File: config.mk
export PLATFORM = sky130hd
export DESIGN_NAME = display_share_arbiter
export DESIGN_NICKNAME = d
export VERILOG_FILES = /design/src/rtl/display_share_arbiter.sv
export SDC_FILE = /design/constraint.sdc
export NUM_CORES = 1
export LEC_CHECK = 0
export ABC_CLOCK_PERIOD_IN_PS = 6700
export CORE_MARGIN = 5
export CORE_UTILIZATION = 50
export CTS_BUF_LIST = sky130_fd_sc_hd__clkbuf_8 sky130_fd_sc_hd__clkbuf_16
export DETAILED_ROUTE_END_ITERATION = 10
export DONT_BUFFER_PORTS = 1
export PLACE_DENSITY = 0.77
export SYNTH_ARGS = -nofsm -noshare
export SYNTH_HDL_FRONTEND = slang
export SYNTH_SLANG_ARGS = --single-unit
File: constraint.sdc
create_clock -name clock -period 6.7 [get_ports clock]
set_input_delay 1.005 -clock clock [delete_from_list [all_inputs] [get_ports clock]]
set_output_delay 1.005 -clock clock [all_outputs]
set_load 0.01 [all_outputs]
File: src/rtl/display_share_arbiter.sv
// Round-robin owner selection for the shared 8-digit display word, with a minimum dwell per owner.
// Latency: req -> grant/disp_data 1 cycle from idle; owner data_in -> disp_data 1 cycle.
// No backpressure: requesters hold req level until they see grant; define DISP_ARB_PREEMPT0_EN for urgent requester 0.
module display_share_arbiter #(
  parameter int                NUM_REQ      = 4,
  parameter int                DATA_W       = 32,
  parameter int                DWELL_CYCLES = 50_000_000,
  parameter logic [DATA_W-1:0] BLANK_WORD   = {DATA_W{1'b1}}
) (
  input  logic                         clock,
  input  logic                         reset,
  input  logic [NUM_REQ-1:0]           req,
  input  logic [NUM_REQ*DATA_W-1:0]    data_in,
  output logic [NUM_REQ-1:0]           grant,
  output logic [DATA_W-1:0]            disp_data,
  output logic                         disp_valid,
  output logic [$clog2(NUM_REQ)-1:0]   owner_id,
  output logic                         switch_pulse
);

  localparam int ID_W  = $clog2(NUM_REQ);
  localparam int CNT_W = $clog2(DWELL_CYCLES);
  localparam logic [CNT_W-1:0] SAT = CNT_W'(DWELL_CYCLES - 1);

  typedef enum logic {IDLE, HOLD} state_t;

  state_t            state, n_state;
  logic [ID_W-1:0]   ptr, n_ptr, n_owner;
  logic [CNT_W-1:0]  cnt, n_cnt;
  logic              n_valid, n_pulse;
  logic [DATA_W-1:0] n_data;
  logic [NUM_REQ-1:0] n_grant;
  logic              idle_hit, hold_hit;
  logic [ID_W-1:0]   idle_idx, hold_idx, idle_k, hold_k;
  logic [DATA_W-1:0] idle_word, owner_word, hold_word;

  // Select one requester's word out of the flat data bus.
  function automatic logic [DATA_W-1:0] word_at(input logic [ID_W-1:0] k,
                                                 input logic [NUM_REQ*DATA_W-1:0] bus);
    logic [DATA_W-1:0] w;
    w = '0;
    for (int j = 0; j < NUM_REQ; j++) begin
      if (k == ID_W'(j)) w = bus[j*DATA_W +: DATA_W];
    end
    return w;
  endfunction

  // Round-robin searches: from idle start after the pointer (pointer itself last);
  // from hold start after the owner and never land on the owner itself.
  always_comb begin
    idle_hit = 1'b0;
    idle_idx = ptr;
    idle_k   = '0;
    hold_hit = 1'b0;
    hold_idx = owner_id;
    hold_k   = '0;
    for (int i = 1; i <= NUM_REQ; i++) begin
      idle_k = ID_W'((int'(ptr) + i) % NUM_REQ);
      if (!idle_hit && req[idle_k]) begin
        idle_hit = 1'b1;
        idle_idx = idle_k;
      end
    end
    for (int i = 1; i < NUM_REQ; i++) begin
      hold_k = ID_W'((int'(owner_id) + i) % NUM_REQ);
      if (!hold_hit && req[hold_k]) begin
        hold_hit = 1'b1;
        hold_idx = hold_k;
      end
    end
    idle_word  = word_at(idle_idx, data_in);
    owner_word = word_at(owner_id, data_in);
    hold_word  = word_at(hold_idx, data_in);
  end

  // Next-state and next-output decision; release always wins over dwell expiry.
  always_comb begin
    n_state = state;
    n_owner = owner_id;
    n_ptr   = ptr;
    n_cnt   = cnt;
    n_valid = disp_valid;
    n_pulse = 1'b0;
    n_data  = disp_data;
    n_grant = '0;
    case (state)
      IDLE: begin
        n_valid = 1'b0;
        n_data  = BLANK_WORD;
        if (idle_hit) begin
          n_state = HOLD;
          n_owner = idle_idx;
          n_ptr   = idle_idx;
          n_cnt   = '0;
          n_valid = 1'b1;
          n_pulse = 1'b1;
          n_data  = idle_word;
        end
      end
      HOLD: begin
        n_cnt  = (cnt == SAT) ? cnt : cnt + 1'b1;
        n_data = owner_word;
        if (!req[owner_id]) begin
          n_state = IDLE;
          n_cnt   = '0;
          n_valid = 1'b0;
          n_pulse = 1'b1;
          n_data  = BLANK_WORD;
        end
`ifdef DISP_ARB_PREEMPT0_EN
        else if (req[0] && owner_id != '0) begin
          n_owner = '0;
          n_ptr   = '0;
          n_cnt   = '0;
          n_pulse = 1'b1;
          n_data  = data_in[DATA_W-1:0];
        end else if (owner_id != '0 && cnt == SAT && hold_hit) begin
`else
        else if (cnt == SAT && hold_hit) begin
`endif
          n_owner = hold_idx;
          n_ptr   = hold_idx;
          n_cnt   = '0;
          n_pulse = 1'b1;
          n_data  = hold_word;
        end
      end
      default: n_state = IDLE;
    endcase
    if (n_valid) n_grant[n_owner] = 1'b1;
  end

  // FSM state register.
  always_ff @(posedge clock) begin
    if (!reset) state <= IDLE;
    else        state <= n_state;
  end

  // Registered outputs, dwell counter and round-robin pointer.
  always_ff @(posedge clock) begin
    if (!reset) begin
      grant        <= '0;
      disp_data    <= BLANK_WORD;
      disp_valid   <= 1'b0;
      owner_id     <= '0;
      switch_pulse <= 1'b0;
      cnt          <= '0;
      ptr          <= ID_W'(NUM_REQ - 1);
    end else begin
      grant        <= n_grant;
      disp_data    <= n_data;
      disp_valid   <= n_valid;
      owner_id     <= n_owner;
      switch_pulse <= n_pulse;
      cnt          <= n_cnt;
      ptr          <= n_ptr;
    end
  end

endmodule

## After elaboration in Yosys (flattened, before gate mapping)

Index checks and enable logic that the tools add are counted.

- Bits in writable memories: 0
- Bits in registers: 69
- ROM bits: 0
- Latch bits: 0
- Word-level logic and storage cells: 128
- Memories kept: 0

- Equal/unequal tests: 14
- Reductions and logical operators: 18
- Divide/modulo/power cells: 0
- Bitwise gates (word level): 1
- Multiplexer cells: 69
- Magnitude comparators: 10
- Add/sub/neg operators: 8
- Shifts and indexed selects: 0
- Multiply operators: 0

Operators with widths:

| kind | number |
|---|---|
| 32-bit 2-to-1 mux | 15 |
| 26-bit 2-to-1 mux | 4 |
| 32-bit one-hot mux with 2 select lines | 1 |
| 26-bit one-hot mux with 2 select lines | 1 |
| 2-bit by 3-bit less-than comparator with 1-bit output (second input constant) | 9 |
| 26-bit by 1-bit adder with 26-bit output (second input constant) | 1 |
| 26-bit == test (second input constant) | 1 |
| 2-bit 2-to-1 mux | 13 |
| 1-bit 2-to-1 mux | 21 |
| 1-bit binary-select mux with 2-bit select | 8 |
| 2-bit == test (second input constant) | 6 |
| 2-bit adder (second input constant) | 4 |
| 2-bit one-hot mux with 2 select lines | 2 |
| 1-bit logical AND | 7 |
| 2-bit by 1-bit adder with 2-bit output (second input constant) | 3 |
| 2-bit by 1-bit == test with 1-bit output (second input constant) | 3 |
| 2-bit zero test | 3 |
| 1-bit one-hot mux with 2 select lines | 3 |
| 1-bit zero test | 5 |
| 2-bit by 1-bit != test with 1-bit output (second input constant) | 2 |
| 4-bit by 3-bit != test with 1-bit output (second input constant) | 1 |
| 2-bit AND reduction | 2 |
| 3-bit AND reduction | 1 |
| 1-bit demux with 2-bit select | 1 |
| 3 further kinds | 3 |

## Depth between registers and ports, before layout

- Depth after elaboration: 20
- Depth in mapped cells: 13

## Worst setup path before layout

Ideal clock, no wire load.

- Kind: in2reg
- Start: input req[0]
- End: register cnt[10]
- Buffers on the path: 1
- Stages on the path: 8
- Setup slack: 3644 ps
- Library setup time: 117 ps
- Arrival time: 2939 ps
- Required time: 6583 ps
- Cell sequence: buf_2 -> mux2_2 -> or4_4 -> a2111oi_4 -> nor3_1 -> nand4_1 -> xor2_1 -> nor2_1

- Longest elaborated chain between the ends: 14
- Elaborated cells on any way between the ends: 40
- Classes of those cells: 2 x eq/ne; 26 x mux; 12 x reduce/logical

RTL lines:

| what | RTL line | RTL |
|---|---|---|
| from (decl) | 12 | `input logic [NUM_REQ-1:0] req,` |
| 1-bit binary-select mux with 2-bit select | 59 | `if (!idle_hit && req[idle_k]) begin` |
| 1-bit 2-to-1 mux (implied by the code) | 59 |  |
| 1-bit 2-to-1 mux | 59 |  |
| 1-bit zero test | 59 |  |
| 1-bit logical AND | 59 |  |
| 1-bit 2-to-1 mux | 59 |  |
| 1-bit zero test | 59 |  |
| 1-bit logical AND | 59 |  |
| 1-bit 2-to-1 mux | 59 |  |
| 1-bit zero test | 59 |  |
| 1-bit logical AND | 59 |  |
| 1-bit 2-to-1 mux | 59 |  |
| 2-bit != test (no line) | -- |  |
| 2-bit AND reduction (no line) | -- |  |
| to (signal assigned) | 155 | `cnt <= n_cnt;` |
| to (decl) | 29 | `logic [CNT_W-1:0] cnt, n_cnt;` |

Several ways; a longest one is shown, not always the timed one. The select of a mux whose other input is x is not followed.
A chain may end at the register's enable or synchronous reset.

## Final worst setup path

- Start: register owner_id[0]
- End: register grant[2]

- Longest elaborated chain between the ends: 18
- Elaborated cells on any way between the ends: 34
- Classes of those cells: 3 x add/sub; 2 x order compare; 22 x mux; 7 x reduce/logical

RTL lines:

| what | RTL line | RTL |
|---|---|---|
| from (decl) | 17 | `output logic [$clog2(NUM_REQ)-1:0] owner_id,` |
| from (signal assigned) | 153 | `owner_id <= n_owner;` |
| 2-bit by 1-bit adder with 2-bit output | 65 | `hold_k = ID_W'((int'(owner_id) + i) % NUM_REQ);` |
| 1-bit binary-select mux with 2-bit select | 66 | `if (!hold_hit && req[hold_k]) begin` |
| 1-bit 2-to-1 mux (implied by the code) | 66 |  |
| 1-bit 2-to-1 mux | 66 |  |
| 1-bit zero test | 66 |  |
| 1-bit logical AND | 66 |  |
| 1-bit 2-to-1 mux | 66 |  |
| 1-bit zero test | 66 |  |
| [... 2 more ...] | -- |  |
| 1-bit logical AND | 119 | `else if (cnt == SAT && hold_hit) begin` |
| 2-bit 2-to-1 mux | 119 |  |
| 2-bit 2-to-1 mux | 103 | `if (!req[owner_id]) begin` |
| 2-bit one-hot mux with 2 select lines | 86 | `case (state)` |
| 2-bit by 3-bit less-than comparator with 1-bit output (implied by the code) or 2-bit by 1-bit >= comparator with 1-bit output (tied branches) | 130 | `if (n_valid) n_grant[n_owner] = 1'b1;` |
| 1-bit logical AND (implied by the code) | 130 |  |
| 1-bit 2-to-1 mux (implied by the code) | 130 |  |
| 1-bit demux with 2-bit select | 130 |  |
| to (signal assigned) | 150 | `grant <= n_grant;` |
| to (decl) | 14 | `output logic [NUM_REQ-1:0] grant,` |

Several ways; a longest one is shown, not always the timed one. The select of a mux whose other input is x is not followed.

==> results.cfg <==
[global_route]
grt_max_degree = 73
gr-total-overflow = 0
grt_antenna_before_repair = 0
grt_use_total = 0.2704
grt_first_pass_wirelength_mm = 33.09
first_global_vias = 6523

[timing]
finalCritPeriodShare = 0.5890
fin_skew_ns = 0.01240
rsz0062_at_grt = false
worst_pin_slew_ns = 1.134
relSlewSlack = 0.2443
fmaxAchievable_ghz = 0.2534
setup_tns_ns = 0
holdWs_ns = 0.4986
setup_viol = 0
slew_viol_final = 0
min_period_ns = 3.946
hold_viol = 0

[logic_synthesis]
synthSimpleGateAreaFrac = 0.2864
async_flop_share = 0
syn_inst = 901
synth_top_family_by_area = simple AND/OR/NAND/NOR gates
synth.area.mux_share = 0.1147
synth.avg_cell_area_um2 = 7.104
synthFlopType = dfxtp_1
synth_area_um2 = 6401
synth_fp_nets = 1040
synthXorXnorAreaFrac = 0.02873
ys_ff_latch = 69
synthAdderAreaFrac = 0.009773
ys.warnings.count = 0
synth-seq-area-share = 0.2158
synth-edff-count = 0
synth-compound-area-share = 0.2699
synthDistinctLibCells = 69

[final_layout]
n_antenna_cell = 0
nFillCells = 1198
seqCellArea_um2 = 1381
drive_gt1_frac = 0.09209
multiInputGateArea_um2 = 4564
layout_commonest_cell = nand2_1
areaGrowthSynthToFinish_pct = 3.479
most-common-layout-cells = nand2_1 (154), a21oi_1 (75), nor2_1 (71)
final_nets = 981

[worst_hold_path]
worstHoldStart = cnt[22]$_SDFFE_PN0P_
min_path_cells = 2
hold-path-endpoint = cnt[22]$_SDFFE_PN0P_
min_path_type = flip-flop to flip-flop

[worst_setup_path]
r2r-end = grant[2]$_SDFF_PN0_
startpoint_type = flip-flop
critical_path_class = flip-flop to flip-flop
critPathRequiredTime_ns = 6.94
arrival_ns = 4.18
r2r_cells = 9
reg2reg_slack_ns = 2.75
cp-end-kind = flip-flop
crit_fanout = 39
crit-reg2reg-launch = owner_id[0]$_SDFF_PN0_

[drt]
wl_per_cell_um = 20.52
first_pass_iters = 7
dr_total_vias = 6773
antenna_left = 0
via_per_inst = 6.647
wl_mm = 20.91
drc = 0
drt_iter0_drc = 746

[clock_tree]
clk_latency_ns = 0.35
root_buffer = clkbuf_16
numCtsBuffers = 9
cts_setup_buffers = 0
cts.sinks = 69
path_clk_slew_ns = 0.07
holdBufCountCts = 0
tritoncts = built
htreeDepth = 3
clockBufferDepth = 2
cts_resized = 0

[placement]
dp_hpwl_mm = 14.07
gp_congestion = 0.8984
io_buffers = 0

[die]
fp.dieH_um = 123.1
ios = 174
rows = 41
coreArea_um2 = 12570
start_util = 0.5093
die-area_um2 = 15160
die_w_um = 123.1

[pwr]
p_leak_uw = 0.002421
power_density_nw_per_um2 = 260.3
ir_worst_vdd_v = 0.0001466

[job]
drv_cap = 0

[status]
outcome = complete, no violations
==> report_power, final <==
part | internal [uW] | switching (uW)
clock | 327 | 201
combinational | 269 | 424
sequential | 453 | 50.4
==> cells in the mapped netlist (21+ instances only) <==
cell type	n	area, um2
nand2_1	155	581.8
a21oi_1	75	375.4
nor2_1	71	266.5
dfxtp_1	69	1381
nand3_1	65	325.3
clkbuf_1	53	198.9
mux2i_1	37	370.4
a22oi_1	33	247.7
a211oi_1	29	217.7
o21ai_0	29	145.1
mux2_2	28	315.3
inv_1	21	78.83
==> routing by layer <==
layer  vias up  global-route usage  share of wire
li1       3199                   -              -
met1      3072              0.3466           0.38
met2       443              0.4173           0.45
met3        59             0.08646           0.13
met4         0              0.1170          0.034
met5         -                   0              0
==> through the flow <==
step | instance area [um2] | total power [uW] | worst slack [ns] | cells | utilization
final | 6624 | 1725 | 2.754 | 1019 | 0.5270
after global routing | 6624 | 1827 | 2.431 | 1019 | 0.5270
after floorplan | 6401 | 1097 | 3.644 | 901 | -
after detailed placement | 6300 | 1189 | 2.762 | 1003 | 0.5012
after global placement | 6300 | 1182 | 2.812 | 1003 | 0.5012
after CTS | 6624 | 1721 | 2.748 | 1019 | 0.5270
==> how the worst max path moves through the flow <==
stage | start | to | cells past startpoint
finish | owner_id[0]$_SDFF_PN0_ | grant[2]$_SDFF_PN0_ | 9
detailed placement | owner_id[0]$_SDFF_PN0_ | grant[2]$_SDFF_PN0_ | 9
floorplan | req[0] | cnt[10]$_SDFFE_PN0P_ | 8
global placement | owner_id[0]$_SDFF_PN0_ | grant[2]$_SDFF_PN0_ | 9
global route | owner_id[0]$_SDFF_PN0_ | grant[2]$_SDFF_PN0_ | 9
CTS | owner_id[0]$_SDFF_PN0_ | grant[2]$_SDFF_PN0_ | 9
==> flip-flops by register name, indices dropped and copies added (netlist names) <==
signal and flops:
grant 4, state 1, cnt 26, ptr 2, disp_valid 1, switch_pulse 1
owner_id 2, disp_data 32
==> layout make-up <==
| type | instances | share of cell area |
|---|---|---|
| multi-input cells | 733 | 0.6891 |
| flip-flops and latches | 69 | 0.2085 |
| clock buffers | 9 | 0.03400 |
| well taps | 172 | 0.03249 |
| clock inverters | 7 | 0.01492 |
| inverters | 21 | 0.01190 |
| repair buffers | 8 | 0.009067 |
==> critical path: stages, from the launching register on <==
cell,delay [ns]
dfxtp_1,0.80
inv_1,0.20
ha_1,0.42
nand2b_1,0.17
a32o_1,0.32
o31ai_4,0.47
nand2_2,0.62
o221ai_1,0.55
inv_1,0.10
and3_1,0.19
==> kinds of logic (layout without fill, tap and decap cells) <==
group                      Yosys count  in the layout
and+or+nand+nor                    385            385
muxes                               67             67
xor gates and xnor gates            21             21
adders and majority gates            5              5
buffers and inverters               99             45
DFF                                 69             69
AOI/OAI and AO/OA                  255            255
No activity file was read; power rests on OpenSTA's default activity.
